**src/rtl/sa_feed_sequencer.sv**
```systemverilog
// Feed sequencer for a 4x4 systolic array: preloads a weight tile from the north,
// streams the diagonally skewed feature tile from the west, then flushes with zeros.
module sa_feed_sequencer #(
    parameter int DW           = 8,
    parameter int N            = 4,
    parameter int DRAIN_CYCLES = 7
) (
    input  logic            clk,
    input  logic            rst,
    input  logic            start,
    input  logic [N*DW-1:0] a_rdata,
    input  logic [N-1:0]    a_empty,
    output logic [N-1:0]    a_rd_en,
    input  logic [N*DW-1:0] w_rdata,
    input  logic [N-1:0]    w_empty,
    output logic [N-1:0]    w_rd_en,
    output logic [N*DW-1:0] north_data,
    output logic [N*DW-1:0] west_data,
    output logic            w_load,
    output logic            sa_en,
    output logic            stall,
    output logic            busy,
    output logic            done
);

    // state  | meaning
    // IDLE   | waiting for start
    // LOAD_W | popping one weight row per cycle, c = 0..N-1
    // FEED   | skewed feature injection, t = 0..2N-2
    // DRAIN  | zero-input flush, DRAIN_CYCLES cycles
    // DONE   | one-cycle done pulse, back to IDLE
    typedef enum logic [2:0] {
        S_IDLE,
        S_LOAD_W,
        S_FEED,
        S_DRAIN,
        S_DONE
    } state_t;

    localparam int CMAX = (2 * N > DRAIN_CYCLES) ? 2 * N : DRAIN_CYCLES;
    localparam int CW   = $clog2(CMAX + 1);

    state_t          state_q, state_d;
    logic [CW-1:0]   cnt_q, cnt_d;
    logic [N*DW-1:0] north_q, north_d;
    logic [N*DW-1:0] west_q, west_d;
    logic            w_load_q, w_load_d;
    logic            sa_en_q, sa_en_d;
    logic            stall_q, stall_d;
    logic            busy_q, busy_d;
    logic            done_q, done_d;

    logic [N-1:0]    active;
    logic            a_ready;
    logic            w_ready;

    // Lane r carries feature words during steps r..r+N-1, giving the diagonal skew.
    always_comb begin
        active = '0;
        for (int r = 0; r < N; r++) begin
            active[r] = (int'(cnt_q) >= r) && (int'(cnt_q) <= r + N - 1);
        end
    end

    // Empty flags of lanes outside the active window must not stall the array.
    assign a_ready = ((active & a_empty) == '0);
    assign w_ready = (w_empty == '0);

    always_comb begin
        state_d  = state_q;
        cnt_d    = cnt_q;
        north_d  = north_q;
        west_d   = west_q;
        w_load_d = 1'b0;
        sa_en_d  = 1'b0;
        stall_d  = 1'b0;
        busy_d   = 1'b0;
        done_d   = 1'b0;
        a_rd_en  = '0;
        w_rd_en  = '0;

        case (state_q)
            S_IDLE: begin
                north_d = '0;
                west_d  = '0;
                if (start) begin
                    state_d = S_LOAD_W;
                    cnt_d   = '0;
                end
            end

            S_LOAD_W: begin
                busy_d = 1'b1;
                west_d = '0;
                if (w_ready) begin
                    w_rd_en  = '1;
                    north_d  = w_rdata;
                    w_load_d = 1'b1;
                    sa_en_d  = 1'b1;
                    if (cnt_q == CW'(N - 1)) begin
                        state_d = S_FEED;
                        cnt_d   = '0;
                    end else begin
                        cnt_d = cnt_q + CW'(1);
                    end
                end else begin
                    stall_d = 1'b1;
                end
            end

            S_FEED: begin
                busy_d  = 1'b1;
                north_d = '0;
                if (a_ready) begin
                    a_rd_en = active;
                    for (int r = 0; r < N; r++) begin
                        west_d[r*DW +: DW] = active[r] ? a_rdata[r*DW +: DW] : '0;
                    end
                    sa_en_d = 1'b1;
                    if (cnt_q == CW'(2 * N - 2)) begin
                        state_d = S_DRAIN;
                        cnt_d   = '0;
                    end else begin
                        cnt_d = cnt_q + CW'(1);
                    end
                end else begin
                    stall_d = 1'b1;
                end
            end

            S_DRAIN: begin
                busy_d  = 1'b1;
                north_d = '0;
                west_d  = '0;
                sa_en_d = 1'b1;
                if (cnt_q == CW'(DRAIN_CYCLES - 1)) begin
                    state_d = S_DONE;
                    cnt_d   = '0;
                end else begin
                    cnt_d = cnt_q + CW'(1);
                end
            end

            S_DONE: begin
                north_d = '0;
                west_d  = '0;
                done_d  = 1'b1;
                state_d = S_IDLE;
            end

            default: begin
                state_d = S_IDLE;
                cnt_d   = '0;
            end
        endcase

        // Pops are suppressed during reset so an aborted tile leaves FIFOs untouched.
        if (rst) begin
            a_rd_en = '0;
            w_rd_en = '0;
        end
    end

    always_ff @(posedge clk) begin
        if (rst) begin
            state_q  <= S_IDLE;
            cnt_q    <= '0;
            north_q  <= '0;
            west_q   <= '0;
            w_load_q <= 1'b0;
            sa_en_q  <= 1'b0;
            stall_q  <= 1'b0;
            busy_q   <= 1'b0;
            done_q   <= 1'b0;
        end else begin
            state_q  <= state_d;
            cnt_q    <= cnt_d;
            north_q  <= north_d;
            west_q   <= west_d;
            w_load_q <= w_load_d;
            sa_en_q  <= sa_en_d;
            stall_q  <= stall_d;
            busy_q   <= busy_d;
            done_q   <= done_d;
        end
    end

    assign north_data = north_q;
    assign west_data  = west_q;
    assign w_load     = w_load_q;
    assign sa_en      = sa_en_q;
    assign stall      = stall_q;
    assign busy       = busy_q;
    assign done       = done_q;

endmodule

```
**config.mk**
```make
export PLATFORM = sky130hd
export DESIGN_NAME = sa_feed_sequencer
export DESIGN_NICKNAME = d
export VERILOG_FILES = /design/src/rtl/sa_feed_sequencer.sv
export SDC_FILE = /design/constraint.sdc
export NUM_CORES = 1
export LEC_CHECK = 0
export ABC_AREA = 0
export CORE_MARGIN = 5
export CORE_UTILIZATION = 38
export DETAILED_ROUTE_END_ITERATION = 6
export PLACE_DENSITY_LB_ADDON = 0.12
export RECOVER_POWER = 100
export SLEW_MARGIN = 20
export SYNTH_ARGS = -nofsm -noshare
export SYNTH_HDL_FRONTEND = slang
export SYNTH_SLANG_ARGS = --single-unit
```
**constraint.sdc**
```tcl
create_clock -name clk -period 2.77 [get_ports clk]
set_input_delay 0.4155 -clock clk [delete_from_list [all_inputs] [get_ports clk]]
set_output_delay 0.4155 -clock clk [all_outputs]
set_load 0.005 [all_outputs]
```
==> results.sh, run 1 <==
export IMPL_status="completed"
export IMPL_cts_hold_buf=0
export IMPL_ys_ff_latch=76
export IMPL_io_pins=152
export IMPL_fin_nets=510
export IMPL_drc=0
export IMPL_power_density_mw_per_mm2=562
export IMPL_worstHoldPathCells=1
export IMPL_synth_fp_nets=341
export IMPL_layout_drive_gt1_share_pct=12.2
export IMPL_finalClockSkew_ns=0.0110
export IMPL_reg2reg_to="west_data[21]$_SDFFE_PP0P_"
export IMPL_gp_congestion=0.911
export IMPL_antenna_found_initial=0
export IMPL_rsz0062_at_grt="false"
export IMPL_hold_path_class="reg2reg"
export IMPL_worstSetupPathType="reg2out"
export IMPL_clk_pin_slew_ns=0.08
export IMPL_hold_viol_final=0
export IMPL_grt_max_degree=33
export IMPL_ys_warn_count=0
export IMPL_power_switching_uw=746
export IMPL_drt_antenna_violating_nets=0
export IMPL_track_usage_pct=19.4
export IMPL_critical_path_max_fanout=4
export IMPL_syn_inst=262
export IMPL_worstSkewPairLatency_ns=0.35
export IMPL_switching_share_pct=27.9
export IMPL_vias=2758
export IMPL_leakage_uw=0.00205
export IMPL_multi_input_area_sq_mm=0.00119
export IMPL_final_cell_mix="clkdlybuf4s50_1 (78), dfxtp_1 (74), dlygate4sd3_1 (69)"
export IMPL_diodes=0
export IMPL_cap_viol_max_count=0
export IMPL_arrival_ns=2.22
export IMPL_ff_latch_area_sq_mm=0.00152
export IMPL_cp_startpoint="cnt_q[1]$_SDFFE_PP0P_"
export IMPL_r2r_slack_ns=0.25
export IMPL_fin_util_pct=66.0
export IMPL_crit_path_end="a_rd_en[1]"
export IMPL_p_seq_share_pct=43.7
export IMPL_fin_crit_ns=2.64
export IMPL_setup_tns_ns=0
export IMPL_synth_top_area_share_pct=54.1
export IMPL_ir_worst_vdd_mv=0.323
export IMPL_overflow=0
export IMPL_avgSynthCellArea_sq_um=10.7
export IMPL_cts_max_level=3
export IMPL_relSlewSlack_pct=55.8
export IMPL_setup_viol=0
export IMPL_dieArea_sq_mm=0.00923
export IMPL_wl_um=9270
export IMPL_drtPass1Iterations=4
export IMPL_wl_per_cell_um=17.3
export IMPL_core_area_sq_mm=0.00721
export IMPL_cts_sinks=76
export IMPL_die_w_um=96.1
export IMPL_synth_seq_area_share_pct=54.1
export IMPL_io_buffer_count=151
export IMPL_num_rows=31
export IMPL_start_kind="flip-flop"
export IMPL_synth_area_sq_mm=0.00281
export IMPL_drv_slew=0
export IMPL_nFillCells=599
export IMPL_initial_core_util_pct=39.0
export IMPL_power_frac_comb_pct=22.0
export IMPL_endpoint_kind="primary output"
export IMPL_synth_top_area_cell="dfxtp_1"
export IMPL_root_buffer="clkbuf_8"
export IMPL_cts_buffer_depth=2
export IMPL_ys_types=44
export IMPL_hpwlAfterDp_um=6760
export IMPL_numCtsBuffers=9
export IMPL_tightest_slew_ns=0.662
export IMPL_first_global_vias=2678
export IMPL_die_h_um=96.1
export IMPL_r2r_start="cnt_q[1]$_SDFFE_PP0P_"
export IMPL_drt_iter0_markers=95
export IMPL_layout_commonest_cell="clkdlybuf4s50_1"
export IMPL_fmax_mhz=379
export IMPL_grt_pass1_wl_um=13600
export IMPL_synthToLayoutAreaGrowth_pct=69.1
export IMPL_internal_power_uw=1930
export IMPL_min_period_over_period_pct=95.2
export IMPL_cts_tree="built"
export IMPL_yosys_top_cells_area="dfxtp_1 (54%), a22o_1 (17%), o21ai_0 (2.7%)"
export IMPL_viasPerCell=5.16
export IMPL_r2r_cells=11
export IMPL_critPathRequiredTime_ns=2.35
export IMPL_clkPwrFrac_pct=34.4
==> sequential cells by signal, summed over array words and instances (netlist names) <==
signal / flops
west_data: 32
stall: 1
sa_en: 1
state_q: 3
w_load: 1
busy: 1
done: 1
north_data: 32
cnt_q: 4
==> synth_stat cells (all sizes together) <==
cell,n
and3,3
a31o,1
dfxtp,76
and2,2
or2,1
nand4,2
o31ai,1
nand3,10
nand2b,3
nor4,2
a211oi,1
o2111ai,2
inv,7
a31oi,3
a21oi,4
o41ai,1
buf,9
or4b,1
a32oi,1
a2bb2oi,1
nand2,14
or2b,1
nor2b,3
mux2i,1
nor3,7
o311ai,2
a22o,56
clkbuf,11
o32ai,1
ha,4
nand4b,1
nor2,8
a22oi,1
o21ai,15
nor3b,1
o21a,1
or3b,3
nor4bb,1
==> through the flow <==
| step | cells | hold slack (ns) | setup WS (ns) | instance area [sq um] | total power [uW] |
|---|---|---|---|---|---|
| 6_report | 535 | 0.469 | 0.133 | 4760 | 2670 |
| 5_1_grt | 535 | 0.486 | 0.0363 | 4760 | 2790 |
| 4_1_cts | 533 | 0.478 | 0.00365 | 4780 | 2710 |
| 3_5_place_dp | 513 | 0.453 | 0.0110 | 4510 | 1770 |
| 3_3_place_gp | 513 | 0.455 | 0.0532 | 4510 | 1760 |
| 2_1_floorplan | 262 | 0.466 | 0.453 | 2810 | 1500 |
==> power by group through the flow <==
| stage | Sequential (uW) | Clock [uW] | Combinational (uW) |
|---|---|---|---|
| 3_3_place_gp | 1190 | 0 | 574 |
| 5_1_grt | 1170 | 985 | 638 |
| 2_1_floorplan | 1180 | 0 | 325 |
| 4_1_cts | 1170 | 937 | 605 |
| 6_report | 1170 | 919 | 587 |
| 3_5_place_dp | 1190 | 0 | 582 |
==> how the worst min path moves through the flow <==
stage / startpoint / to / slack [ns]
floorplan: west_data[0]$_SDFFE_PP0P_ / west_data[0]$_SDFFE_PP0P_ / 0.47
global placement: west_data[1]$_SDFFE_PP0P_ / west_data[1]$_SDFFE_PP0P_ / 0.45
detailed placement: north_data[25]$_SDFFE_PP0P_ / north_data[25]$_SDFFE_PP0P_ / 0.45
CTS: west_data[29]$_SDFFE_PP0P_ / west_data[29]$_SDFFE_PP0P_ / 0.48
global route: west_data[24]$_SDFFE_PP0P_ / west_data[24]$_SDFFE_PP0P_ / 0.49
finish: west_data[17]$_SDFFE_PP0P_ / west_data[17]$_SDFFE_PP0P_ / 0.47
==> logic make-up (layout without fill, tap and decap cells) <==
kind of cell	Yosys count	in the layout	synth area share [%]
mux	1	1	0.356
buf+inv	27	201	4.49
compound gates	91	91	26.0
flops	76	76	54.1
fa+ha+maj	4	4	1.78
simple gates	63	63	13.3
==> area by class of cell <==
class / count / area share, %
Tap cell: 99 / 2.60
Inverter: 7 / 0.552
Multi-Input combinational cell: 159 / 25.1
Sequential cell: 76 / 32.0
Clock buffer: 10 / 2.68
Timing Repair Buffer: 178 / 35.3
Clock inverter: 6 / 1.81
==> repair_timing <==
item | CTS | global route
endpoints found under the hold margin | 0 | 0
pin swaps | 5 | 3
setup buffers | 4 | 2
endpoints found under the setup margin | 4 | 3
gates resized for setup | 17 | 5
==> routing by layer <==
metal	part of all wire [%]	up-vias	track usage [%]
li1	-	1325	-
met1	41	1292	23.7
met2	49	122	32.9
met3	8.3	19	4.85
met4	1.8	0	6.75
met5	0	-	0
==> critical path: stages, from the launching register on <==
cell and delay (ns):
dfxtp_2 0.33, inv_1 0.06, ha_1 0.19, or3b_4 0.39, a32oi_4 0.23, nand4b_4 0.16
clkbuf_1 0.15, nor3_4 0.13, clkdlybuf4s15_1 0.24
Note: power is estimated with default switching activity, not from simulation.
==> inputs of run 2 (changes only) <==
Settings changed: REMOVE_ABC_BUFFERS set to 1.
==> run 2 against run 1 <==
  * Largest cell class unchanged
  * Sequential share of layout area up 0.31 points
  * Hold slack about the same
  * Clock power shrank 6.6%
  * Sequential cell count did not move
  * Critical path type unchanged
  * Fmax up 1.7%
  * Count of clock-buffer cells in the layout is 3 higher
  * Combinational power shrank 2%
==> results.sh, run 2 (same netlist as run 1, synthesis figures left out) <==
export IMPL_drt_iter0_markers=113
export IMPL_start_kind="flip-flop"
export IMPL_die_h_um=96.1
export IMPL_reg2reg_to="west_data[16]$_SDFFE_PP0P_"
export IMPL_overflow=0
export IMPL_first_global_vias=2582
export IMPL_r2r_slack_ns=0.27
export IMPL_status="completed"
export IMPL_clk_pin_slew_ns=0.08
export IMPL_arrival_ns=2.18
export IMPL_cpPeakStageDelay_ns=0.40
export IMPL_grt_max_degree=33
export IMPL_endpoint_kind="primary output"
export IMPL_grt_pass1_wl_um=13400
export IMPL_layout_drive_gt1_share_pct=11.1
export IMPL_drt_antenna_violating_nets=0
export IMPL_setup_viol=0
export IMPL_fin_crit_ns=2.59
export IMPL_layout_commonest_cell="clkdlybuf4s50_1"
export IMPL_track_usage_pct=19.1
export IMPL_ir_worst_vdd_mv=0.269
export IMPL_relSlewSlack_pct=55.2
export IMPL_antenna_found_initial=0
export IMPL_finalClockSkew_ns=0.00923
export IMPL_worstSetupPathType="reg2out"
export IMPL_rsz0062_at_grt="false"
export IMPL_die_w_um=96.1
export IMPL_io_buffer_count=151
export IMPL_drtPass1Iterations=4
export IMPL_dpl_instance_area_sq_mm=0.00452
export IMPL_instances_no_fill=531
export IMPL_synthToLayoutAreaGrowth_pct=67.5
export IMPL_drc=0
export IMPL_min_to="west_data[25]$_SDFFE_PP0P_"
export IMPL_crit_chain="inv_2 -> ha_1 -> or3b_4 -> a32oi_4 -> nand4b_4 -> nor3_4 -> clkdlybuf4s15_1"
export IMPL_cts_sinks=76
export IMPL_io_pins=152
export IMPL_vias=2671
export IMPL_power_density_mw_per_mm2=552
export IMPL_r2r_cells=10
export IMPL_initial_core_util_pct=39.0
export IMPL_critical_path_max_fanout=4
export IMPL_hold_start="west_data[25]$_SDFFE_PP0P_"
export IMPL_core_area_sq_mm=0.00721
export IMPL_diodes=0
export IMPL_critPathRequiredTime_ns=2.35
export IMPL_hpwlAfterDp_um=6670
export IMPL_gp_congestion=0.914
export IMPL_leakage_uw=0.00202
export IMPL_dp_cells=513
export IMPL_fmax_mhz=386
export IMPL_fin_util_pct=65.3
export IMPL_worstSkewPairLatency_ns=0.34
export IMPL_worstHoldPathCells=1
export IMPL_wl_um=8860
export IMPL_tightest_slew_ns=0.670
export IMPL_cts_max_level=3
export IMPL_hold_path_class="reg2reg"
export IMPL_hold_viol_final=0
export IMPL_viasPerCell=5.03
export IMPL_dieArea_sq_mm=0.00923
export IMPL_cts_buffer_depth=2
export IMPL_cap_viol_max_count=0
export IMPL_drv_slew=0
export IMPL_holdWs_ns=0.469
export IMPL_wl_per_cell_um=16.7
export IMPL_worst_slack_ns=0.179
export IMPL_final_cell_area_sq_mm=0.00471
export IMPL_numCtsBuffers=9
export IMPL_r2r_start="cnt_q[0]$_SDFFE_PP0P_"
export IMPL_slowest_stage="or3b_4"
export IMPL_min_period_over_period_pct=93.6
export IMPL_fin_nets=506
export IMPL_root_buffer="clkbuf_8"
export IMPL_cts_tree="built"
export IMPL_final_cell_mix="clkdlybuf4s50_1 (78), dfxtp_1 (74), dlygate4sd3_1 (69)"
export IMPL_dp_slack_ns=0.0125
export IMPL_num_rows=31
==> run 2: worst max-delay path by stage <==
stage,from,to,cells past startpoint
floorplan,w_empty[1],north_data[0]$_SDFFE_PP0P_,5
finish,cnt_q[0]$_SDFFE_PP0P_,a_rd_en[1],7
detailed placement,a_empty[1],a_rd_en[0],7
global route,cnt_q[0]$_SDFFE_PP0P_,a_rd_en[1],7
CTS,cnt_q[0]$_SDFFE_PP0P_,a_rd_en[0],8
global placement,a_empty[1],a_rd_en[0],7
==> run 2: repair_timing <==
item	4_1_cts	5_1_grt
resized for setup	11	9
pin swaps	3	4
setup endpoints to repair	4	4
setup buffers	1	1
hold buffers	0	0
==> run 2: layout make-up <==
type	count	area, sq um
clock buffer	13	159
clock inverter	3	43.8
fill	635	2500
inverter	7	26.3
multi-input combinational	159	1180
sequential	76	1520
tap	99	124
timing repair buffer	174	1660
==> run 2: report_power, final <==
| part | switching, uW | internal (uW) |
|---|---|---|
| registers | 36.0 | 1130 |
| logic | 292 | 284 |
| clock network | 390 | 469 |
==> run 2: critical path: cells and delay by family, from the launching register on <==
family | cells | cell delay, ns
and+or+nand+nor | 3 | 0.81
DFF | 1 | 0.35
AOI/OAI and AO/OA | 1 | 0.23
adders and majority gates | 1 | 0.15
buffers and inverters | 2 | 0.31
==> run 2: metal layers <==
metal  track usage, %  share of wire (%)  vias up  wire length, um
met5                0                  0        -                0
met4             9.24                2.0        0              177
met3             4.53                7.8       11              691
met2             30.6                 47       96             4210
met1             24.1                 43     1254             3780
li1                 -                  -     1310                -
==> run 2: stage by stage <==
| stage | setup TNS, ns | power (uW) |
|---|---|---|
| 6_report | 0 | 2600 |
| 5_1_grt | 0 | 2750 |
| 4_1_cts | -0.00117 | 2640 |
| 3_5_place_dp | 0 | 1770 |
| 3_3_place_gp | 0 | 1770 |
| 2_1_floorplan | 0 | 1480 |
